[src/rtl/d_ff_sync_debounce_if.sv]
// Level-path bundle for d_ff_sync_debounce: raw input in, debounced level and edge pulses out.
// Optional macro DSD_QB_EN adds the inverted level qb.
interface d_ff_sync_debounce_if;

  logic d_raw;
  logic q;
  logic rise;
  logic fall;
`ifdef DSD_QB_EN
  logic qb;
`endif

  // Driver side: owns the raw level, observes the cleaned outputs.
  modport master (
    output d_raw,
    input  q,
    input  rise,
`ifdef DSD_QB_EN
    input  qb,
`endif
    input  fall
  );

  // Debouncer side.
  modport slave (
    input  d_raw,
    output q,
    output rise,
`ifdef DSD_QB_EN
    output qb,
`endif
    output fall
  );

endinterface : d_ff_sync_debounce_if

[src/rtl/d_ff_sync_debounce.sv]
// Synchroniser plus stability-counter debouncer that produces a clock-aligned level
// for the d_ff d input, with one-cycle rise/fall pulses on each accepted transition.
// Optional macro DSD_QB_EN: exposes qb = ~q on the interface.
module d_ff_sync_debounce #(
  parameter int unsigned SYNC_STAGES   = 2,
  parameter int unsigned STABLE_CYCLES = 4,
  parameter int unsigned CNT_W         = 3
) (
  input  logic                   clk,
  input  logic                   rst_n,
  d_ff_sync_debounce_if.slave    bus
);

  // Terminal count: the edge on which a still-differing input is accepted.
  localparam logic [CNT_W-1:0] CNT_LAST = CNT_W'(STABLE_CYCLES - 1);
  localparam logic [CNT_W-1:0] CNT_ONE  = CNT_W'(1);

  typedef enum logic {
    ST_STABLE = 1'b0,
    ST_CHECK  = 1'b1
  } state_e;

  logic [SYNC_STAGES-1:0] sync_q;
  logic [SYNC_STAGES-1:0] sync_d;
  logic [CNT_W-1:0]       cnt_q;
  logic [CNT_W-1:0]       cnt_d;
  state_e                 state_q;
  state_e                 state_d;
  logic                   q_q;
  logic                   q_d;
  logic                   rise_q;
  logic                   rise_d;
  logic                   fall_q;
  logic                   fall_d;
  logic                   s_c;
  logic                   accept_c;

  // Synchroniser shift chain: newest sample enters at bit 0.
  assign sync_d = {sync_q[SYNC_STAGES-2:0], bus.d_raw};
  assign s_c    = sync_q[SYNC_STAGES-1];

  // Synchroniser flops, cleared by the synchronous reset.
  always_ff @(posedge clk) begin
    if (!rst_n) begin
      sync_q <= '0;
    end else begin
      sync_q <= sync_d;
    end
  end

  // FSM state, stability counter and registered outputs.
  always_ff @(posedge clk) begin
    if (!rst_n) begin
      state_q <= ST_STABLE;
      cnt_q   <= '0;
      q_q     <= 1'b0;
      rise_q  <= 1'b0;
      fall_q  <= 1'b0;
    end else begin
      state_q <= state_d;
      cnt_q   <= cnt_d;
      q_q     <= q_d;
      rise_q  <= rise_d;
      fall_q  <= fall_d;
    end
  end

  // Next state: count consecutive edges where s differs from q; a match drops the glitch.
  always_comb begin
    state_d  = state_q;
    cnt_d    = cnt_q;
    q_d      = q_q;
    rise_d   = 1'b0;
    fall_d   = 1'b0;
    accept_c = 1'b0;

    case (state_q)
      ST_STABLE: begin
        if (s_c != q_q) begin
          if (STABLE_CYCLES == 1) begin
            accept_c = 1'b1;
          end else begin
            cnt_d   = CNT_ONE;
            state_d = ST_CHECK;
          end
        end
      end
      ST_CHECK: begin
        if (s_c == q_q) begin
          cnt_d   = '0;
          state_d = ST_STABLE;
        end else if (cnt_q == CNT_LAST) begin
          accept_c = 1'b1;
        end else begin
          cnt_d = cnt_q + CNT_ONE;
        end
      end
      default: begin
        cnt_d   = '0;
        state_d = ST_STABLE;
      end
    endcase

    // Accept: q takes the synchronised level and the matching edge pulse is raised.
    if (accept_c) begin
      q_d     = s_c;
      rise_d  = s_c;
      fall_d  = ~s_c;
      cnt_d   = '0;
      state_d = ST_STABLE;
    end
  end

  assign bus.q    = q_q;
  assign bus.rise = rise_q;
  assign bus.fall = fall_q;

`ifdef DSD_QB_EN
  // Inverted level; reads 1 whenever q has been reset to 0.
  assign bus.qb = ~q_q;
`endif

endmodule : d_ff_sync_debounce
[src/flat_wrapper.sv]
// flat-port wrapper written by rule: the top's interface ports become plain ports
module d_ff_sync_debounce_flat 
#(
  parameter int unsigned SYNC_STAGES   = 2,
  parameter int unsigned STABLE_CYCLES = 4,
  parameter int unsigned CNT_W         = 3
)
  (clk, rst_n, bus_d_raw, bus_q, bus_rise, bus_fall);
  d_ff_sync_debounce_if bus_i ();
  input  logic clk;
  input  logic rst_n;
  input wire logic [$bits(bus_i.d_raw)-1:0] bus_d_raw;
  output wire logic [$bits(bus_i.q)-1:0] bus_q;
  output wire logic [$bits(bus_i.rise)-1:0] bus_rise;
  output wire logic [$bits(bus_i.fall)-1:0] bus_fall;
  assign bus_i.d_raw = bus_d_raw;
  assign bus_q = bus_i.q;
  assign bus_rise = bus_i.rise;
  assign bus_fall = bus_i.fall;
  d_ff_sync_debounce #(.SYNC_STAGES(SYNC_STAGES), .STABLE_CYCLES(STABLE_CYCLES), .CNT_W(CNT_W)) u_core (.clk(clk), .rst_n(rst_n), .bus(bus_i));
endmodule
[config.mk]
export PLATFORM = sky130hd
export DESIGN_NAME = d_ff_sync_debounce_flat
export DESIGN_NICKNAME = d
export VERILOG_FILES = /design/src/rtl/d_ff_sync_debounce_if.sv /design/src/rtl/d_ff_sync_debounce.sv /design/src/flat_wrapper.sv
export SDC_FILE = /design/constraint.sdc
export NUM_CORES = 1
export LEC_CHECK = 0
export CORE_AREA = 3 3 40 42
export CTS_CLUSTER_DIAMETER = 40
export DETAILED_ROUTE_END_ITERATION = 10
export DIE_AREA = 0 0 43 45
export HOLD_SLACK_MARGIN = 0.12
export PLACE_DENSITY_LB_ADDON = 0.2
export SYNTH_ARGS = -nofsm -noshare
export SYNTH_HDL_FRONTEND = slang
export SYNTH_SLANG_ARGS = --single-unit
[constraint.sdc]
create_clock -name clk -period 1.5 [get_ports clk]
set_clock_uncertainty 0.1 [all_clocks]
set_input_delay 0.225 -clock clk [delete_from_list [all_inputs] [get_ports clk]]
set_output_delay 0.225 -clock clk [all_outputs]
set_load 0.02 [all_outputs]
==> results.toml, run 1 <==
[logic_synthesis]
synth_area_sq_um = 365.4
synth_edf_count = 0
syn_inst = 33
count_of_distinct_cell_types_in_the_synthesized_netlist = 19
post-synth-top-area-cell = "dfxtp_1"
syn_nets = 38
synthArstFlopShare = 0
synth.avg_cell_area_sq_um = 11.07
synth-warning-count = 0
synth_top_cells_by_area = "dfxtp_1 49%, ha_1 6.8%, mux2i_1 5.5%, nand3b_1 4.1%, nor3b_1 4.1%"
synth-seq-cells = 9
synth_flop_cell = "dfxtp_1"
synth.yosys.seq_area_share = 0.4932
synthDominantCellAreaShare = 0.4932
yosys.cell_count.top_type = "dfxtp_1"

[die]
num_rows = 13
die_w_um = 43
core_sq_um = 1285
io_count = 6
die-height_um = 45
die_footprint_sq_um = 1935
starting_utilization_of_the_core_area = 0.2843

[clock_tree]
ctsHtreeMaxLevel = 1
cts_buffers = 3
cts-hold-fix-buffers = 0
clk_transition_reported_paths_ns = 0.06
clk_latency_ns = 0.26
clock_sinks = 9
postCtsSetupBuffers = 0
cts_root_buf = "clkbuf_4"
clock_path_buffers = 2
cts_tree = "yes"

[run_status]
status = "complete, no violations"

[setup_path]
path_max_fanout = 7
worst-endpoint-required_ns = 1.55
critPathMaxStageDelay_ns = 0.32
crit_slowest_cell = "dfxtp_1"
critical_path.startpoint_type = "register"
crit_path_end_kind = "register"
critPathTopFamily = "adder cells"
worst-path-buf-inv = 0
worstSetupPathType = "reg2reg"
crit_path_frequent_cell = "ha_1"
worst_ep_arrival_time_ns = 1.39
worstPathCellList = "ha_1 > ha_1 > and3_1 > o21a_1"

[layout]
drive_gt1_frac = 0.1364
antenna_cells_inserted = 0
nets = 50
area_growth_syn_to_layout_pct = 30.82
finish.instance_area_sq_um = 478.0

[grt]
met1_usage = 0.09976
grt_pass1_wl_mm = 1.110
grt.met3_usage = 0.03586
overflow = 0
grt_util_met2 = 0.1078
number_of_antenna_violations_at_the_first_check_in_global_routing = 0
grt_util_all_layers = 0.08688
grt_max_degree = 10
grt-busiest-layer = "met4"
grt_pass1_vias = 256

[sta]
finalCriticalPeriod_ns = 1.332
timing.final.hold_violations = 0
slew_viol_final = 0
hold-worst-slack_ns = 0.3369
layout_worst_path_cycle_share = 0.8883
fmax_mhz = 750.5
timing.setup.tns_ns = 0
grt_setup_unrepaired = "no"
final-setup-viol-count = 0
slew_headroom = 0.7921
worst_slew_pin_slew_ns = 0.3097

[power_and_ir_drop]
power_density_nw_per_um2 = 953.4
cellLeakagePower_nw = 0.2350
irDropWorstVdd_v = 0.0003638

[routing]
num_vias = 259
dr_iter_0_viols = 0
drt_pre_antenna_iters = 1
wl_per_cell_um = 10.76
route.antenna.remaining_nets = 0
totalWireLength_um = 635
vias_cell = 4.390
detail_route.drc_violations = 0

[place]
postPlaceCellArea_sq_um = 451.7
dp_hpwl_um = 478.9
finalWeightedCongestion = 0.7586
numPortBuffers = 5

[job]
timing.max_cap.violations = 0

[worst_hold_path]
holdCritPathClass = "reg2reg"
[what timing repair did]
| action | in CTS | in global routing |
|---|---|---|
| resized for setup | 2 | 1 |
| endpoints found under the hold margin | 0 | 0 |
| endpoints found under the setup margin | 2 | 1 |
[where the power goes]
group          leakage [nW]  internal, mW  switching [mW]  total (mW)
combinational         0.147        0.0133         0.00733      0.0206
clock                0.0150         0.103          0.0849       0.187
sequential           0.0731         0.244         0.00399       0.248
total                 0.235         0.359          0.0962       0.456
[metal layers]
| metal | part of all wire | vias up |
|---|---|---|
| li1 | - | 139 |
| met1 | 0.48 | 113 |
| met2 | 0.44 | 5 |
| met3 | 0.060 | 2 |
| met4 | 0.016 | 0 |
| met5 | 0 | - |
[kinds of logic (layout without fill, tap and decap cells)]
family | count (synthesis) | count (layout) | share of synthesized area
flip-flops | 9 | 9 | 0.4931
multiplexers | 2 | 2 | 0.05480
adder cells (fa/ha/maj) | 2 | 2 | 0.06848
AO/OA/AOI/OAI | 4 | 4 | 0.08220
XOR/XNOR | 2 | 2 | 0.04795
AND/OR/NAND/NOR | 12 | 12 | 0.2294
buffers and inverters | 2 | 13 | 0.02395
[worst paths after layout]
kind,endpoint,depth (start not counted),slack [ns],startpoint
max reg2reg,u_core.bus.q,4,0.17,u_core.cnt_q[0]
max,u_core.bus.q,4,0.17,u_core.cnt_q[0]
min reg2reg,u_core.sync_q[1],1,0.34,u_core.sync_q[0]
min,u_core.sync_q[1],1,0.34,u_core.sync_q[0]
[sequential cells by signal, indices dropped and copies added (netlist names)]
register,count
u_core.state_q,1
u_core.cnt_q,3
u_core.bus.q,1
u_core.bus.rise,1
u_core.bus.fall,1
u_core.sync_q,2
[cells in the final DEF (no fill, tap or decap)]
cell,n
a21boi_0,1
and3_1,2
o211a_1,1
xnor2_1,1
nand3_1,1
nand2_1,1
o21a_1,1
xor2_1,1
buf_4,3
dfxtp_1,9
o21ai_0,1
nand4bb_1,1
ha_1,2
dlymetal6s2s_1,1
dlygate4sd2_1,2
nand4b_1,1
and2_1,2
nand3b_1,2
clkbuf_1,1
clkdlybuf4s50_1,2
inv_1,1
mux2i_1,2
clkbuf_4,3
nor3b_1,2
[through the flow]
| stage | utilization | cells | setup WS, ns | power [mW] |
|---|---|---|---|---|
| after floorplan | - | 33 | 0.2468 | 0.2628 |
| after global routing | 0.3720 | 59 | 0.08802 | 0.4804 |
| after CTS | 0.3700 | 59 | 0.004202 | 0.4667 |
| after global placement | 0.3515 | 55 | 0.1725 | 0.2733 |
| final | 0.3720 | 59 | 0.1675 | 0.4557 |
| after detailed placement | 0.3515 | 55 | 0.1322 | 0.2737 |
[cell type report]
cell class / instances / area, sq um
Timing Repair Buffer: 8 / 72.57
Fill cell: 128 / 807.0
Clock buffer: 4 / 26.28
Multi-Input combinational cell: 22 / 176.4
Inverter: 1 / 3.754
Sequential cell: 9 / 180.2
Tap cell: 15 / 18.77
(Power assumes the default switching activity.)
==> inputs of run 2 (changes only) <==
--- a/config.mk
+++ b/config.mk
@@ -6,4 +6,5 @@
 export NUM_CORES = 1
 export LEC_CHECK = 0
+export CAP_MARGIN = 20
 export CORE_AREA = 3 3 40 42
 export CTS_CLUSTER_DIAMETER = 40
==> constraint.sdc (replaced) <==
create_clock -name clk -period 1.5 [get_ports clk]
set_clock_uncertainty 0.1 [all_clocks]
set_input_delay 0.225 -clock clk [delete_from_list [all_inputs] [get_ports clk]]
set_output_delay 0.225 -clock clk [all_outputs]
set_load 0.01 [all_outputs]
==> run 2 against run 1 <==
Effect of this change:
- via count is 1.9% lower
- utilization down 1.8 points
- global-route usage fell by 0.82 points
- cell count down 5.1%
- total power shrank 1.7%
- worst setup slack lost 0.082 ns
- maximum frequency decreased by 5.8%
- die area unchanged
- design area decreased by 4.7%
- critical endpoint is now bus_fall
- largest cell class unchanged
==> results.toml, run 2 (synthesized netlist as in run 1, its figures left out) <==
[sta]
timing.setup.tns_ns = 0
finalCriticalPeriod_ns = 1.414
timing.final.hold_violations = 0
layout_worst_path_cycle_share = 0.9427
slew_viol_final = 0
slew_headroom = 0.7732
grt_setup_unrepaired = "no"
final-setup-viol-count = 0
worst_slew_pin_slew_ns = 0.3377
fmax_mhz = 707.2

[clock_tree]
clk_latency_ns = 0.25
cts_root_buf = "clkbuf_4"
clock_path_buffers = 2
cts_buffers = 3
cts-hold-fix-buffers = 0
ctsHtreeMaxLevel = 1
postCtsResizedCells = 2
postCtsSetupBuffers = 0
clock_sinks = 9
clk_transition_reported_paths_ns = 0.06
cts_tree = "yes"

[setup_path]
worst-path-buf-inv = 1
beginning_of_the_critical_path = "u_core.bus.fall"
critPathTopFamily = "buffers and inverters"
cp.depth = 1
worstPathCellList = "clkdlybuf4s50_1"
timing.reg2reg.worst_path_depth = 4
worstSetupPathType = "reg2out"
critical_path.startpoint_type = "register"
worst_ep_arrival_time_ns = 1.09
worst-endpoint-required_ns = 1.17
critPathMaxStageDelay_ns = 0.53
crit_slowest_cell = "clkdlybuf4s50_1"
path_max_fanout = 1
timing.rr.start = "u_core.cnt_q[0]"
crit_path_end_kind = "primary output"

[routing]
wl_per_cell_um = 11.39
totalWireLength_um = 638
dr_iter_0_viols = 1
vias_cell = 4.536
detail_route.drc_violations = 0
num_vias = 254
drt_pre_antenna_iters = 2
route.antenna.remaining_nets = 0

[job]
timing.max_cap.violations = 0

[power_and_ir_drop]
irDropWorstVdd_v = 0.0003956
cellLeakagePower_nw = 0.1968
total_power_mw = 0.4480
power_density_nw_per_um2 = 983.6

[grt]
grt_pass1_wl_mm = 1.028
number_of_antenna_violations_at_the_first_check_in_global_routing = 0
grt_max_degree = 11
overflow = 0
grt_util_all_layers = 0.07866
grt_pass1_vias = 234

[place]
postPlaceCellArea_sq_um = 429.2
dp_hpwl_um = 473.5
numPortBuffers = 5
finalWeightedCongestion = 0.7194

[die]
core_sq_um = 1285
starting_utilization_of_the_core_area = 0.2843
die_footprint_sq_um = 1935
die_w_um = 43
io_count = 6
num_rows = 13
die-height_um = 45

[layout]
layout_common_cells = "8 x dfxtp_1, 4 x clkdlybuf4s50_1, 3 x clkbuf_4"
registers.top_by_ff_count = "u_core.cnt_q"
biggestRegsByFlops = "u_core.cnt_q x3, u_core.sync_q x2"
commonest_non_fill_non_tap_cell_in_the_layout = "dfxtp_1"
area_growth_syn_to_layout_pct = 24.66
largest_reg_flops = 3
final_core_util = 0.3544
finish.instance_area_sq_um = 455.4
antenna_cells_inserted = 0
drive_gt1_frac = 0.09756
nets = 47

[run_status]
status = "complete, no violations"

[worst_hold_path]
launch_instance_of_the_worst_min_delay_path = "u_core.sync_q[0]"
holdCritPathClass = "reg2reg"
worstHoldPathCells = 1
==> run 2: changes by cell type in the layout (fill, tap and decap cells not counted), sizes merged <==
| cell | delta |
|---|---|
| buf | -3 |
| dlymetal6s2s | -1 |
| clkdlybuf4s50 | +2 |
| dlygate4sd2 | -1 |
==> run 2: area by class of cell <==
type                            count  area (sq um)
Fill cell                         134         829.5
Sequential cell                     9         181.4
Multi-Input combinational cell     22         176.4
Timing Repair Buffer                5         48.80
Clock buffer                        4         26.28
Tap cell                           15         18.77
Inverter                            1         3.754
==> run 2: routing by layer <==
metal  up-vias  part of all wire  GRT usage
met5         -                 0          0
met4         0                 0    0.07229
met3         0             0.049    0.04781
met1       117              0.45    0.08557
met2         5              0.50     0.1048
li1        132                 -          -
==> run 2: worst paths after layout <==
kind                           end  slack, ns
setup / recovery          bus_fall       0.09
hold reg to reg   u_core.sync_q[1]       0.33
hold / removal    u_core.sync_q[1]       0.33
setup reg to reg      u_core.bus.q       0.16
==> run 2: stage by stage <==
stage	hold WS, ns	std cells	setup slack [ns]
6_report	0.3339	56	0.08591
5_1_grt	0.3496	56	0.03716
4_1_cts	0.3387	56	0.06484
3_5_place_dp	0.3246	52	0.06452
3_3_place_gp	0.3197	52	0.1446
2_1_floorplan	0.2523	33	0.2468
==> run 2: where the power goes <==
part           total [mW]  switching [mW]  internal [mW]
Clock               0.183          0.0806          0.102
Sequential          0.248         0.00441          0.244
Combinational      0.0170         0.00695         0.0100
